[config.mk]
export PLATFORM = sky130hd
export DESIGN_NAME = frame_scanout
export DESIGN_NICKNAME = d
export VERILOG_FILES = /design/src/rtl/scanout_pkg.sv /design/src/rtl/scanout_timing.sv /design/src/rtl/frame_scanout.sv
export SDC_FILE = /design/constraint.sdc
export NUM_CORES = 1
export LEC_CHECK = 0
export CORE_ASPECT_RATIO = 1.75
export CORE_MARGIN = 4
export CORE_UTILIZATION = 55
export DETAILED_ROUTE_END_ITERATION = 10
export GPL_TIMING_DRIVEN = 1
export PLACE_DENSITY = 0.95
export RECOVER_POWER = 25
export SLEW_MARGIN = 20
export SYNTH_ARGS = -nofsm -noshare
export SYNTH_HDL_FRONTEND = slang
export SYNTH_SLANG_ARGS = --single-unit
export TNS_END_PERCENT = 100
[constraint.sdc]
create_clock -name clk_33m -period 6.7 [get_ports clk_33m]
set_input_delay 0.67 -clock clk_33m [delete_from_list [all_inputs] [get_ports clk_33m]]
set_output_delay 0.67 -clock clk_33m [all_outputs]
set_load 0.01 [all_outputs]
[src/rtl/scanout_pkg.sv]
// Shared types, palette and default panel timing for the frame scanout path.
package scanout_pkg;

  typedef logic [23:0] rgb_t;

  // Fixed 8-entry palette; index 0 is the background colour.
  localparam rgb_t PALETTE [8] = '{
    24'h000000, 24'hFFFFFF, 24'hFF0000, 24'h00FF00,
    24'h0000FF, 24'hFFFF00, 24'h00FFFF, 24'hFF00FF
  };

  localparam int DEF_COOR_WIDTH   = 12;
  localparam int DEF_FRAME_WIDTH  = 1280;
  localparam int DEF_FRAME_HEIGHT = 300;
  localparam int DEF_VIEW_Y0      = 90;

  localparam int DEF_H_ACTIVE = 800;
  localparam int DEF_H_FP     = 40;
  localparam int DEF_H_SYNC   = 128;
  localparam int DEF_H_BP     = 88;
  localparam int DEF_V_ACTIVE = 480;
  localparam int DEF_V_FP     = 10;
  localparam int DEF_V_SYNC   = 2;
  localparam int DEF_V_BP     = 33;

  typedef struct packed {
    logic in_band;
    logic active;
    logic hsync_n;
    logic vsync_n;
  } pipe_ctl_t;

  localparam pipe_ctl_t PIPE_IDLE = '{in_band: 1'b0, active: 1'b0, hsync_n: 1'b1, vsync_n: 1'b1};

endpackage

[src/rtl/scanout_timing.sv]
// Panel raster counters with active window, active-low sync windows and
// a one-cycle vblank-start strobe, all decoded from the current count.
module scanout_timing
  import scanout_pkg::*;
#(
  parameter int COOR_WIDTH = DEF_COOR_WIDTH,
  parameter int H_ACTIVE   = DEF_H_ACTIVE,
  parameter int H_FP       = DEF_H_FP,
  parameter int H_SYNC     = DEF_H_SYNC,
  parameter int H_BP       = DEF_H_BP,
  parameter int V_ACTIVE   = DEF_V_ACTIVE,
  parameter int V_FP       = DEF_V_FP,
  parameter int V_SYNC     = DEF_V_SYNC,
  parameter int V_BP       = DEF_V_BP
) (
  input  logic                  clk_33m,
  input  logic                  rst,
  output logic [COOR_WIDTH-1:0] h_o,
  output logic [COOR_WIDTH-1:0] v_o,
  output logic                  active_o,
  output logic                  hsync_n_o,
  output logic                  vsync_n_o,
  output logic                  vblank_start_o
);

  localparam int H_TOTAL = H_ACTIVE + H_FP + H_SYNC + H_BP;
  localparam int V_TOTAL = V_ACTIVE + V_FP + V_SYNC + V_BP;

  localparam logic [COOR_WIDTH-1:0] H_LAST   = COOR_WIDTH'(H_TOTAL - 1);
  localparam logic [COOR_WIDTH-1:0] V_LAST   = COOR_WIDTH'(V_TOTAL - 1);
  localparam logic [COOR_WIDTH-1:0] H_ACT_C  = COOR_WIDTH'(H_ACTIVE);
  localparam logic [COOR_WIDTH-1:0] V_ACT_C  = COOR_WIDTH'(V_ACTIVE);
  localparam logic [COOR_WIDTH-1:0] HS_BEG_C = COOR_WIDTH'(H_ACTIVE + H_FP);
  localparam logic [COOR_WIDTH-1:0] HS_END_C = COOR_WIDTH'(H_ACTIVE + H_FP + H_SYNC);
  localparam logic [COOR_WIDTH-1:0] VS_BEG_C = COOR_WIDTH'(V_ACTIVE + V_FP);
  localparam logic [COOR_WIDTH-1:0] VS_END_C = COOR_WIDTH'(V_ACTIVE + V_FP + V_SYNC);

  logic [COOR_WIDTH-1:0] h_q, h_d;
  logic [COOR_WIDTH-1:0] v_q, v_d;

  // NOTE: every signal assigned in always_comb gets a default first so no latch is inferred.
  always_comb begin
    h_d = h_q + 1'b1;
    v_d = v_q;
    if (h_q == H_LAST) begin
      h_d = '0;
      v_d = (v_q == V_LAST) ? '0 : v_q + 1'b1;
    end
  end

  // NOTE: state flops use non-blocking assignments so all registers update together at the edge.
  always_ff @(posedge clk_33m or posedge rst) begin
    if (rst) begin
      h_q <= '0;
      v_q <= '0;
    end else begin
      h_q <= h_d;
      v_q <= v_d;
    end
  end

  assign h_o            = h_q;
  assign v_o            = v_q;
  assign active_o       = (h_q < H_ACT_C) && (v_q < V_ACT_C);
  assign hsync_n_o      = !((h_q >= HS_BEG_C) && (h_q < HS_END_C));
  assign vsync_n_o      = !((v_q >= VS_BEG_C) && (v_q < VS_END_C));
  assign vblank_start_o = (h_q == '0) && (v_q == V_ACT_C);

endmodule

[src/rtl/frame_scanout.sv]
// Frame buffer scanout: address generation, 2-stage RAM/palette pipeline,
// per-frame scroll latch and swap handshake. Double buffering: FRAME_SCANOUT_DOUBLE_BUFFER_EN.
module frame_scanout
  import scanout_pkg::*;
#(
  parameter int COOR_WIDTH   = DEF_COOR_WIDTH,
  parameter int FRAME_WIDTH  = DEF_FRAME_WIDTH,
  parameter int FRAME_HEIGHT = DEF_FRAME_HEIGHT,
  parameter int VIEW_Y0      = DEF_VIEW_Y0,
  parameter int H_ACTIVE     = DEF_H_ACTIVE,
  parameter int H_FP         = DEF_H_FP,
  parameter int H_SYNC       = DEF_H_SYNC,
  parameter int H_BP         = DEF_H_BP,
  parameter int V_ACTIVE     = DEF_V_ACTIVE,
  parameter int V_FP         = DEF_V_FP,
  parameter int V_SYNC       = DEF_V_SYNC,
  parameter int V_BP         = DEF_V_BP
) (
  input  logic                  clk_33m,
  input  logic                  rst,
  input  logic [COOR_WIDTH-1:0] scroll_x,
  input  logic                  swap_req,
  output logic                  swap_ack,
  output logic                  read_buf,
  output logic [COOR_WIDTH-1:0] read_x,
  output logic [COOR_WIDTH-1:0] read_y,
  input  logic [2:0]            read_palette,
  output logic                  hsync,
  output logic                  vsync,
  output logic                  de,
  output logic [23:0]           rgb
);

  localparam int unsigned AW = COOR_WIDTH + 1;
  localparam logic [COOR_WIDTH:0]   FRAME_W_C = AW'(FRAME_WIDTH);
  localparam logic [COOR_WIDTH-1:0] Y0_C      = COOR_WIDTH'(VIEW_Y0);
  localparam logic [COOR_WIDTH-1:0] Y_END_C   = COOR_WIDTH'(VIEW_Y0 + FRAME_HEIGHT);

  logic [COOR_WIDTH-1:0] h, v;
  logic                  active, hsync_n, vsync_n, vblank_start;

  scanout_timing #(
    .COOR_WIDTH (COOR_WIDTH),
    .H_ACTIVE   (H_ACTIVE),
    .H_FP       (H_FP),
    .H_SYNC     (H_SYNC),
    .H_BP       (H_BP),
    .V_ACTIVE   (V_ACTIVE),
    .V_FP       (V_FP),
    .V_SYNC     (V_SYNC),
    .V_BP       (V_BP)
  ) u_timing (
    .clk_33m        (clk_33m),
    .rst            (rst),
    .h_o            (h),
    .v_o            (v),
    .active_o       (active),
    .hsync_n_o      (hsync_n),
    .vsync_n_o      (vsync_n),
    .vblank_start_o (vblank_start)
  );

  // Stage 0: combinational read address
  logic                  in_band;
  logic [COOR_WIDTH-1:0] sx_q, sx_d;
  logic [COOR_WIDTH:0]   x_sum, x_sel;

  assign in_band = active && (v >= Y0_C) && (v < Y_END_C);

  always_comb begin
    x_sum  = {1'b0, sx_q} + {1'b0, h};
    x_sel  = (x_sum >= FRAME_W_C) ? x_sum - FRAME_W_C : x_sum;
    read_x = '0;
    read_y = '0;
    if (in_band) begin
      read_x = COOR_WIDTH'(x_sel);
      read_y = v - Y0_C;
    end
  end

  // Out-of-range scroll offsets restart the window at column 0.
  always_comb begin
    sx_d = sx_q;
    if (vblank_start) sx_d = ({1'b0, scroll_x} >= FRAME_W_C) ? '0 : scroll_x;
  end

  // Stage 1 delays the control terms to meet the RAM data; stage 2 drives the panel.
  pipe_ctl_t s1_q;
  rgb_t      rgb_q, rgb_d;
  logic      de_q, hsync_q, vsync_q;
  logic      swap_ack_q, swap_ack_d;

  assign rgb_d      = s1_q.in_band ? PALETTE[read_palette] : PALETTE[0];
  assign swap_ack_d = vblank_start && swap_req;

  always_ff @(posedge clk_33m or posedge rst) begin
    if (rst) begin
      sx_q       <= '0;
      s1_q       <= PIPE_IDLE;
      rgb_q      <= '0;
      de_q       <= 1'b0;
      hsync_q    <= 1'b1;
      vsync_q    <= 1'b1;
      swap_ack_q <= 1'b0;
    end else begin
      sx_q       <= sx_d;
      s1_q       <= '{in_band: in_band, active: active, hsync_n: hsync_n, vsync_n: vsync_n};
      rgb_q      <= rgb_d;
      de_q       <= s1_q.active;
      hsync_q    <= s1_q.hsync_n;
      vsync_q    <= s1_q.vsync_n;
      swap_ack_q <= swap_ack_d;
    end
  end

`ifdef FRAME_SCANOUT_DOUBLE_BUFFER_EN
  logic read_buf_q;

  always_ff @(posedge clk_33m or posedge rst) begin
    if (rst) read_buf_q <= 1'b0;
    else     read_buf_q <= read_buf_q ^ swap_ack_d;
  end

  assign read_buf = read_buf_q;
`else
  // Single buffer: the ack still serves the painter as a frame-sync strobe.
  assign read_buf = 1'b0;
`endif

  assign swap_ack = swap_ack_q;
  assign rgb      = rgb_q;
  assign de       = de_q;
  assign hsync    = hsync_q;
  assign vsync    = vsync_q;

endmodule

# ---- Word level (Yosys, flattened, before mapping)
# Memories as Yosys holds them, arrays and structs flattened.
# Index checks and enable logic that the tools add are counted.
dict set report totals {
  ff_bits 68
  mem_bits_ro 192
  in_bits 18
  out_inout_bits 53
  wordCells 52
  mem_count 1
}
dict set report classes {
  add_sub_neg 5
  magnitude_cmp 11
  eq_ne 3
  n_mux 9
  bitwise_logic 1
  n_reduce_logical 10
}
# name depth word_bits read_ports rd_ports_with_merged_regs wr line
set mem_list {}
lappend mem_list {{(no name shown)} 8 24 1 0 0 frame_scanout.sv:93} ;# assign rgb_d = s1_q.in_band ? PALETTE[read_palette] : PALETTE[0];
# cell count
set ops {}
lappend ops {{2-to-1 mux 12 bit} 6}
lappend ops {{2-to-1 mux 24 bit} 3}
lappend ops {{less-than comparator 12 x 9 -> 1 bit (second input constant)} 3}
lappend ops {{adder 12 x 1 -> 12 bit (second input constant)} 2}
lappend ops {{less-than comparator 12 x 10 -> 1 bit (second input constant)} 2}
lappend ops {{adder 12 x 12 -> 13 bit} 1}
lappend ops {{>= comparator 13 x 11 -> 1 bit (second input constant)} 1}
lappend ops {{== test 12 x 10 -> 1 bit (second input constant)} 1}
lappend ops {{== test 12 x 11 -> 1 bit (second input constant)} 1}
lappend ops {{== test 12 x 9 -> 1 bit (second input constant)} 1}
lappend ops {{>= comparator 12 x 10 -> 1 bit (second input constant)} 1}
lappend ops {{>= comparator 12 x 11 -> 1 bit (second input constant)} 1}
lappend ops {{>= comparator 12 x 7 -> 1 bit (second input constant)} 1}
lappend ops {{>= comparator 12 x 9 -> 1 bit (second input constant)} 1}
lappend ops {{logical NOT 12 bit} 1}
lappend ops {{subtractor 12 x 11 -> 12 bit (second input constant)} 1}
lappend ops {{subtractor 12 x 7 -> 12 bit (second input constant)} 1}
lappend ops {{logical AND 1 bit} 7}
lappend ops {{>= comparator 4 bit (second input constant)} 1}
lappend ops {{NOT 3 -> 4 bit} 1}
lappend ops {{logical NOT 1 bit} 2}

# ---- Depth between registers and ports, before layout
# Gate-level depths: netlist of the first run.
dict set report logic_depth {
  ltp_word 5
  mapped_depth 10
  depth_no_buf 9
}

# ---- Cells and area by module
# From an unflattened synthesis of the first run, not the netlist that was laid out.
dict set report hier_totals {
  cells_unflattened 382
  area_unflattened_um2 3357.0
}
# mod n_inst cells_each area_per_inst_um2 seq_area_each_um2
set modules_own_cells {}
lappend modules_own_cells {frame_scanout 1 247 2065.7 580.6}
lappend modules_own_cells {scanout_timing 1 135 1291.2 600.6}

# ---- Worst setup path before layout of the first run
# No wires, ideal clock.
dict set report synth_timing {
  kind {flip-flop to output port}
  startpoint {reg u_timing.h_q[0], in the netlist u_timing.h_o[0]}
  endpoint {out read_x[8]}
  arrival_time_ns 2.502
  required_time_ns 6.030
  setup_slack_ns 3.528
  path_stages_with_launch 11
  path_buffers 1
  path_cell_list {dfrtp_1 ha_1 fa_1 a21o_1 nand4_1 a31o_2 buf_4 mux2i_1 a211oi_2 nand2_1 a221oi_1}
}
dict set report synth_via {
  elab_chain_cells 5
  elab_cells_between_ends 9
  classes_between {2 x add/sub; 2 x order compare; 2 x mux; 3 x reduce/logical}
}
# item line
set synth_lines {}
lappend synth_lines {{start, declared} scanout_timing.sv:38} ;# logic [COOR_WIDTH-1:0] h_q, h_d;
lappend synth_lines {{start signal, assigned} scanout_timing.sv:54} ;# h_q <= '0;
lappend synth_lines {{start signal, assigned} scanout_timing.sv:57} ;# h_q <= h_d;
lappend synth_lines {{parallel branches: the longest is 4 deep, another holds adder 12 x 12 -> 13 bit} -}
lappend synth_lines {{2-to-1 mux 12 bit *} frame_scanout.sv:75} ;# if (in_band) begin
lappend synth_lines {{end, declared} frame_scanout.sv:25} ;# output logic [COOR_WIDTH-1:0] read_x,
# Every way passes the cells marked *.

# ---- Worst setup path after layout of the first run
# Same ends and word-level chain as after synthesis.

==> metrics.yaml, run 1 <==
synth-seq-cells: 47
port_buffers: 69
synth.area.top_cells: "dfrtp_1, ha_1, nand2_1, buf_4, nor2_1"
p_sw_share_pct: 20.3
p_int_w: 0.000414
power.leakage_nw: 1.73
syn-cell-area_mm2: 0.00339
synth_common_cells: "nand2_1, dfrtp_1, nor2_1"
hold_path_class: "flip-flop to flip-flop"
numCtsBuffers: 5
fmax_mhz: 240
die_w_um: 67.4
synth-edff-count: 0
tightest_slew_ns: 2.43
cts_root_buf: "clkbuf_8"
antenna_found_initial: 0
avgSynthCellArea_um2: 8.61
grt_pass1_vias: 3102
synth_top_family_by_area: "simple AND/OR/NAND/NOR gates"
synthCells: 394
synth.distinct_cells: 59
nFillCells: 479
yosys.area_share.adder_pct: 8.33
hold_slack_ns: 0.359
clk_pin_slew_worst_paths_ns: 0.08
violations: "capacitance limit, slew limit"
finish.utilization_pct: 68.7
fin_skew_ns: 0.00423
yosys_warnings: 0
diodes: 0
fp.dieArea_mm2: 0.00754
cts_sinks: 47
p_seq_share_pct: 54.6
cts_hold_repair.buffers: 0
drt_pass1_iterations: 7
status: "finished with violations"
drt_iter0_drc: 260
pwr-share-clk_pct: 41.5
synth_nets: 434
ctsLongestPathBuffers: 2
htree_levels: 2
slew_headroom_pct: -62.1
required_ns: 6.03
fin_crit_sh_pct: 62.2
min_period_ns: 4.17
synth_top_area_share_pct: 31.7
endpoint_kind: "output pin"
ys_seq_area_share_pct: 34.8
viasPerCell: 6.01
ctsResizeCount: 0
cts_tree: "built"
async_flop_share_pct: 100
insertion_delay_ns: 0.30
drc: 0
cts_setup_buffers: 0
wl_per_cell_um: 16.9
critPathMaxFanout: 6
layout-drive-gt1-share_pct: 7.14
synthMuxAreaShare_pct: 1.22
yosysTopAreaCell: "dfrtp_1"
syn_to_final_growth_pct: 19.9
switching_power_w: 0.000105
p_per_area_mw_per_mm2: 128
synth.most_common_cell: "nand2_1"
core_area_mm2: 0.00593
drv_cap: 1
vias: 3076
grt_usage_pct: 24.7
ios: 71
gp_congestion: 0.907
comb_power_share_pct: 3.9
fp-row-count: 37
start_util_pct: 57.3
chipHeight_um: 112
critPathLaunchType: "flip-flop"
dp_hpwl_um: 6470
antenna_left: 0
critical_path_class: "flip-flop to output pin"
arrival_ns: 3.50
synth_xor_area_share_pct: 7.49
grt_max_degree: 48
nNetsFinal: 473
final-setup-viol-count: 0
grt_first_pass_wirelength_um: 14500
synth-compound-area-share_pct: 13.3
routed_wl_um: 8630
rsz0062_at_grt: "no"
grt.overflow.total: 0
fin_tns_setup_ns: 0
finalHoldViolations: 0
irDropWorstVdd_uv: 136
synth_flop_cell: "dfrtp_1"
yosys.area_share.simple_pct: 25.8
slew_viol_final: 48
==> path summary, 6_finish.rpt <==
path,from,cells past startpoint,to,slack (ns)
hold / removal,s1_q[1],0,hsync,0.36
setup reg to reg,u_timing.h_o[1],7,u_timing.v_o[8],4.14
max in group asynchronous,rst,3,sx_q[5],3.62
hold reg to reg,s1_q[1],0,hsync,0.36
setup / recovery,u_timing.h_o[0],10,read_x[8],2.53
min in group asynchronous,rst,3,de,1.70
==> cell families (layout without fill, tap and decap cells) <==
| group | after synthesis | in the layout |
|---|---|---|
| and+or+nand+nor | 174 | 174 |
| AOI/OAI and AO/OA | 64 | 64 |
| buffers and inverters | 53 | 93 |
| DFF | 47 | 47 |
| xor gates and xnor gates | 29 | 29 |
| adders and majority gates | 22 | 22 |
| muxes | 4 | 4 |
| other | 1 | 1 |
==> critical path, stage by stage (launching register included) <==
cell and delay (ns):
dfrtp_1 0.43, ha_1 0.26, fa_1 0.43, a21o_1 0.21, nand4_1 0.17, a31o_2 0.26, mux2i_1 0.11, a211oi_2 0.39
nand2_1 0.10, a221oi_1 0.24, clkdlybuf4s50_1 0.58
==> metrics by stage <==
stage               cell area [µm²]  instances  worst slack [ns]  power (W)
finish                         4070        512              2.53   0.000519
floorplan                      3390        394              3.53   0.000297
CTS                            4070        512              2.53   0.000522
global route                   4070        512              2.32   0.000536
global placement               3950        504              2.99   0.000309
detailed placement             3960        504              2.88   0.000310
==> sequential cells by signal, indices dropped and copies added, names as in the netlist <==
register / count
de: 1
hsync: 1
rgb: 3
s1_q: 4
swap_ack: 1
sx_q: 12
u_timing.h_o: 12
u_timing.v_o: 12
vsync: 1
==> layout by cell type, fill, tap and decap left out, types with 7 or more instances in the layout <==
cell / n
a21oi_1: 13
o21ai_0: 17
xnor2_1: 16
nand4_1: 7
nand2_1: 48
dfrtp_1: 43
inv_1: 14
xor2_1: 13
nor2_1: 39
nor3_1: 12
nand3_1: 29
ha_1: 21
clkdlybuf4s50_1: 68
==> cell type report <==
| class | count | area [µm²] | area share (%) |
|---|---|---|---|
| multi-input cells | 294 | 1920 | 47.2 |
| flip-flops and latches | 47 | 1180 | 29.0 |
| repair buffers | 70 | 694 | 17.1 |
| well taps | 78 | 97.6 | 2.40 |
| clock buffers | 6 | 82.6 | 2.03 |
| inverters | 15 | 56.3 | 1.38 |
| clock inverters | 2 | 35.0 | 0.861 |
==> per-layer routing <==
layer  vias up  GRT usage, %  part of all wire [%]
li1       1416             -                     -
met1      1467          26.2                    34
met2       155          44.8                    56
met3        38          3.23                   5.0
met4         0          13.3                   4.5
met5         -             0                     0
==> power by group through the flow <==
stage          Clock, W  Sequential (W)  Combinational, W
6_report       0.000216        0.000284         0.0000201
3_5_place_dp          0        0.000289         0.0000209
4_1_cts        0.000217        0.000284         0.0000210
5_1_grt        0.000229        0.000284         0.0000227
3_3_place_gp          0        0.000289         0.0000203
2_1_floorplan         0        0.000289        0.00000778
Note: power is estimated with default switching activity, not from simulation.
==> run 2: changes to the inputs <==
Settings changed: CORE_UTILIZATION 55 to 52, PLACE_DENSITY 0.95 to 0.91.
Clock period 6.7 ns to 4.3 ns, I/O delays scaled along.
==> run 2 against run 1 <==
  * The run still ends with capacitance limit, slew limit left
  * Via count down 3.4%
  * Clock skew up 0.0036 ns
  * Critical path type unchanged
  * Die area up 5.2%
  * Global-route usage down 3.8 points
  * Critical path depth unchanged
  * Combinational power up 58%
  * Sequential power up 56%
  * Final cell count up 0.59%
==> metrics.yaml, run 2 (synthesis gave the netlist of run 1 again) <==
drc: 0  # unchanged
worst-r2r-cell-count: 7  # unchanged
fp-row-count: 38  # +2.7%
cts_setup_buffers: 0  # unchanged
dp_hpwl_um: 6160  # -4.9%
grt_pass1_vias: 2910  # -6.2%
critPathLaunchType: "flip-flop"
grt_first_pass_wirelength_um: 13600  # -6.5%
pwr-share-clk_pct: 36.1  # -5.4 points
arrival_ns: 3.54  # +0.04 ns
critical_path_class: "flip-flop to output pin"
port_buffers: 69  # unchanged
rrSetupSlack_ns: 1.72  # -2.42 ns
final_cell_mix: "clkdlybuf4s50_1, nand2_1, dfrtp_1, nor2_1, nand3_1"
cts_sinks: 47  # unchanged
p_int_w: 0.000570  # +38%
cts_tree: "built"
hold_path_class: "flip-flop to flip-flop"
grt.overflow.total: 0  # unchanged
cts_hold_repair.buffers: 0  # unchanged
drt_iter0_drc: 242  # -6.9%
tightest_slew_ns: 2.49  # +0.0613 ns
fin_crit_sh_pct: 92.4
min_path_cells: 0  # unchanged
power.leakage_nw: 1.71  # -0.91%
timing.rr.end: "u_timing.v_o[8]"
p_per_area_mw_per_mm2: 184  # +44%
fin_skew_ns: 0.00782  # +0.00360 ns
insertion_delay_ns: 0.30  # about the same
final_common_cell: "clkdlybuf4s50_1"
clk_pin_slew_worst_paths_ns: 0.09  # about the same
fin_tns_setup_ns: 0  # unchanged
switching_power_w: 0.000170  # +62%
ctsLongestPathBuffers: 2  # unchanged
ctsResizeCount: 0  # unchanged
drt_pass1_iterations: 4  # -3
finish.utilization_pct: 64.3  # -4.4 points
start_util_pct: 54.1  # -3.2 points
rsz0062_at_grt: "no"
worstHoldEndpoint: "hsync"
stdcell_area_mm2: 0.00404  # -0.83%
core_area_mm2: 0.00628  # +5.9%
gp_congestion: 0.905  # -0.23%
final-setup-viol-count: 0  # unchanged
layout-drive-gt1-share_pct: 7.13  # -0.016 points
fmax_mhz: 252
grt_usage_pct: 20.9  # -3.8 points
routed_wl_um: 8070  # -6.5%
wl_per_cell_um: 15.7  # -7.1%
place_ws_ns: 0.668  # -2.22 ns
worst_slack_ns: 0.329  # -2.20 ns
ios: 71  # unchanged
slew_headroom_pct: -66.2  # -4.1 points
critPathMaxFanout: 6  # unchanged
place_inst: 507  # +0.60%
min_period_ns: 3.97
worstReg2RegStart: "u_timing.h_o[1]"
antenna_found_initial: 0  # unchanged
nFillCells: 523  # +9.2%
die_w_um: 69.1  # +2.5%
placed_area_mm2: 0.00395  # -0.13%
htree_levels: 2  # unchanged
p_sw_share_pct: 23.0  # +2.7 points
viasPerCell: 5.77  # -4.0%
worstHoldStart: "s1_q[1]"
drv_cap: 1  # unchanged
vias: 2971  # -3.4%
status: "finished with violations"
chipHeight_um: 115  # +2.6%
slew_viol_final: 48  # unchanged
cts_root_buf: "clkbuf_8"
irDropWorstVdd_uv: 229  # +68%
nNetsFinal: 474  # +0.21%
required_ns: 3.87  # -2.16 ns
violations: "capacitance limit, slew limit"
endpoint_kind: "output pin"
comb_power_share_pct: 4.3  # +0.4 points
p_seq_share_pct: 59.7  # +5.1 points
fp.dieArea_mm2: 0.00793  # +5.2%
finalHoldViolations: 0  # unchanged
antenna_left: 0  # unchanged
numCtsBuffers: 5  # unchanged
syn_to_final_growth_pct: 18.9
fin_cells: 515  # +0.59%
grt_max_degree: 48  # unchanged
diodes: 0  # unchanged
run 2: cell types whose count changed in the layout (fill, tap and decap cells not counted):
| cell | previous run | this run |
|---|---|---|
| nor4_1 | 2 | 3 |
| bufinv_16 | 1 | 0 |
| clkbuf_8 | 6 | 5 |
| buf_4 | 0 | 1 |
| nor4_4 | 2 | 1 |
| clkinvlp_4 | 0 | 2 |
run 2: worst max path at each step:
stage / start / to / slack [ns] / depth (start not counted)
global placement: u_timing.h_o[0] / read_x[8] / 0.83 / 10
global route: u_timing.h_o[0] / read_x[8] / 0.15 / 10
CTS: u_timing.h_o[0] / read_x[8] / 0.33 / 10
finish: u_timing.h_o[0] / read_x[8] / 0.33 / 10
detailed placement: u_timing.h_o[0] / read_x[8] / 0.67 / 10
floorplan: u_timing.h_o[0] / read_x[8] / 1.37 / 10
run 2: power groups by stage:
stage / Clock, W / Sequential (W) / Combinational, W
finish: 0.000267 / 0.000442 / 0.0000317
detailed placement: 0 / 0.000450 / 0.0000329
floorplan: 0 / 0.000450 / 0.0000121
global route: 0.000293 / 0.000442 / 0.0000360
CTS: 0.000270 / 0.000442 / 0.0000329
global placement: 0 / 0.000450 / 0.0000319
run 2: cell type report:
type                    count  area, µm²  share of cell area [%]
multi-input cells         294       1910                    47.3
flip-flops and latches     47       1180                    29.3
repair buffers             71        702                    17.4
well taps                  80        100                    2.48
clock buffers               5       68.8                    1.71
inverters                  15       56.3                    1.40
clock inverters             3       20.0                   0.496
run 2: stage by stage:
step                hold WS, ns  total power [W]
floorplan                 0.331         0.000463
global placement          0.334         0.000482
detailed placement        0.345         0.000483
CTS                       0.360         0.000745
global route              0.362         0.000771
finish                    0.359         0.000740
run 2: metal layers:
| metal | routed length, µm | GRT usage (%) | up-vias |
|---|---|---|---|
| li1 | - | - | 1419 |
| met2 | 4580 | 40.2 | 90 |
| met4 | 255 | 9.26 | 0 |
| met5 | 0 | 0 | - |
| met1 | 2950 | 22.2 | 1444 |
| met3 | 281 | 3.15 | 18 |
run 2: critical path, stage by stage (launching register included):
cell,delay [ns]
dfrtp_1,0.43
ha_1,0.27
fa_1,0.42
a21o_1,0.20
nand4_1,0.16
a31o_2,0.27
mux2i_1,0.10
a211oi_2,0.39
nand2_1,0.11
a221oi_1,0.29
clkdlybuf4s50_1,0.60
==> run 3: changes to the inputs <==
Settings changed: SLEW_MARGIN 20 to default.
==> results of run 3 <==
No change in the layout: final DEF, timing and power equal those of run 2.
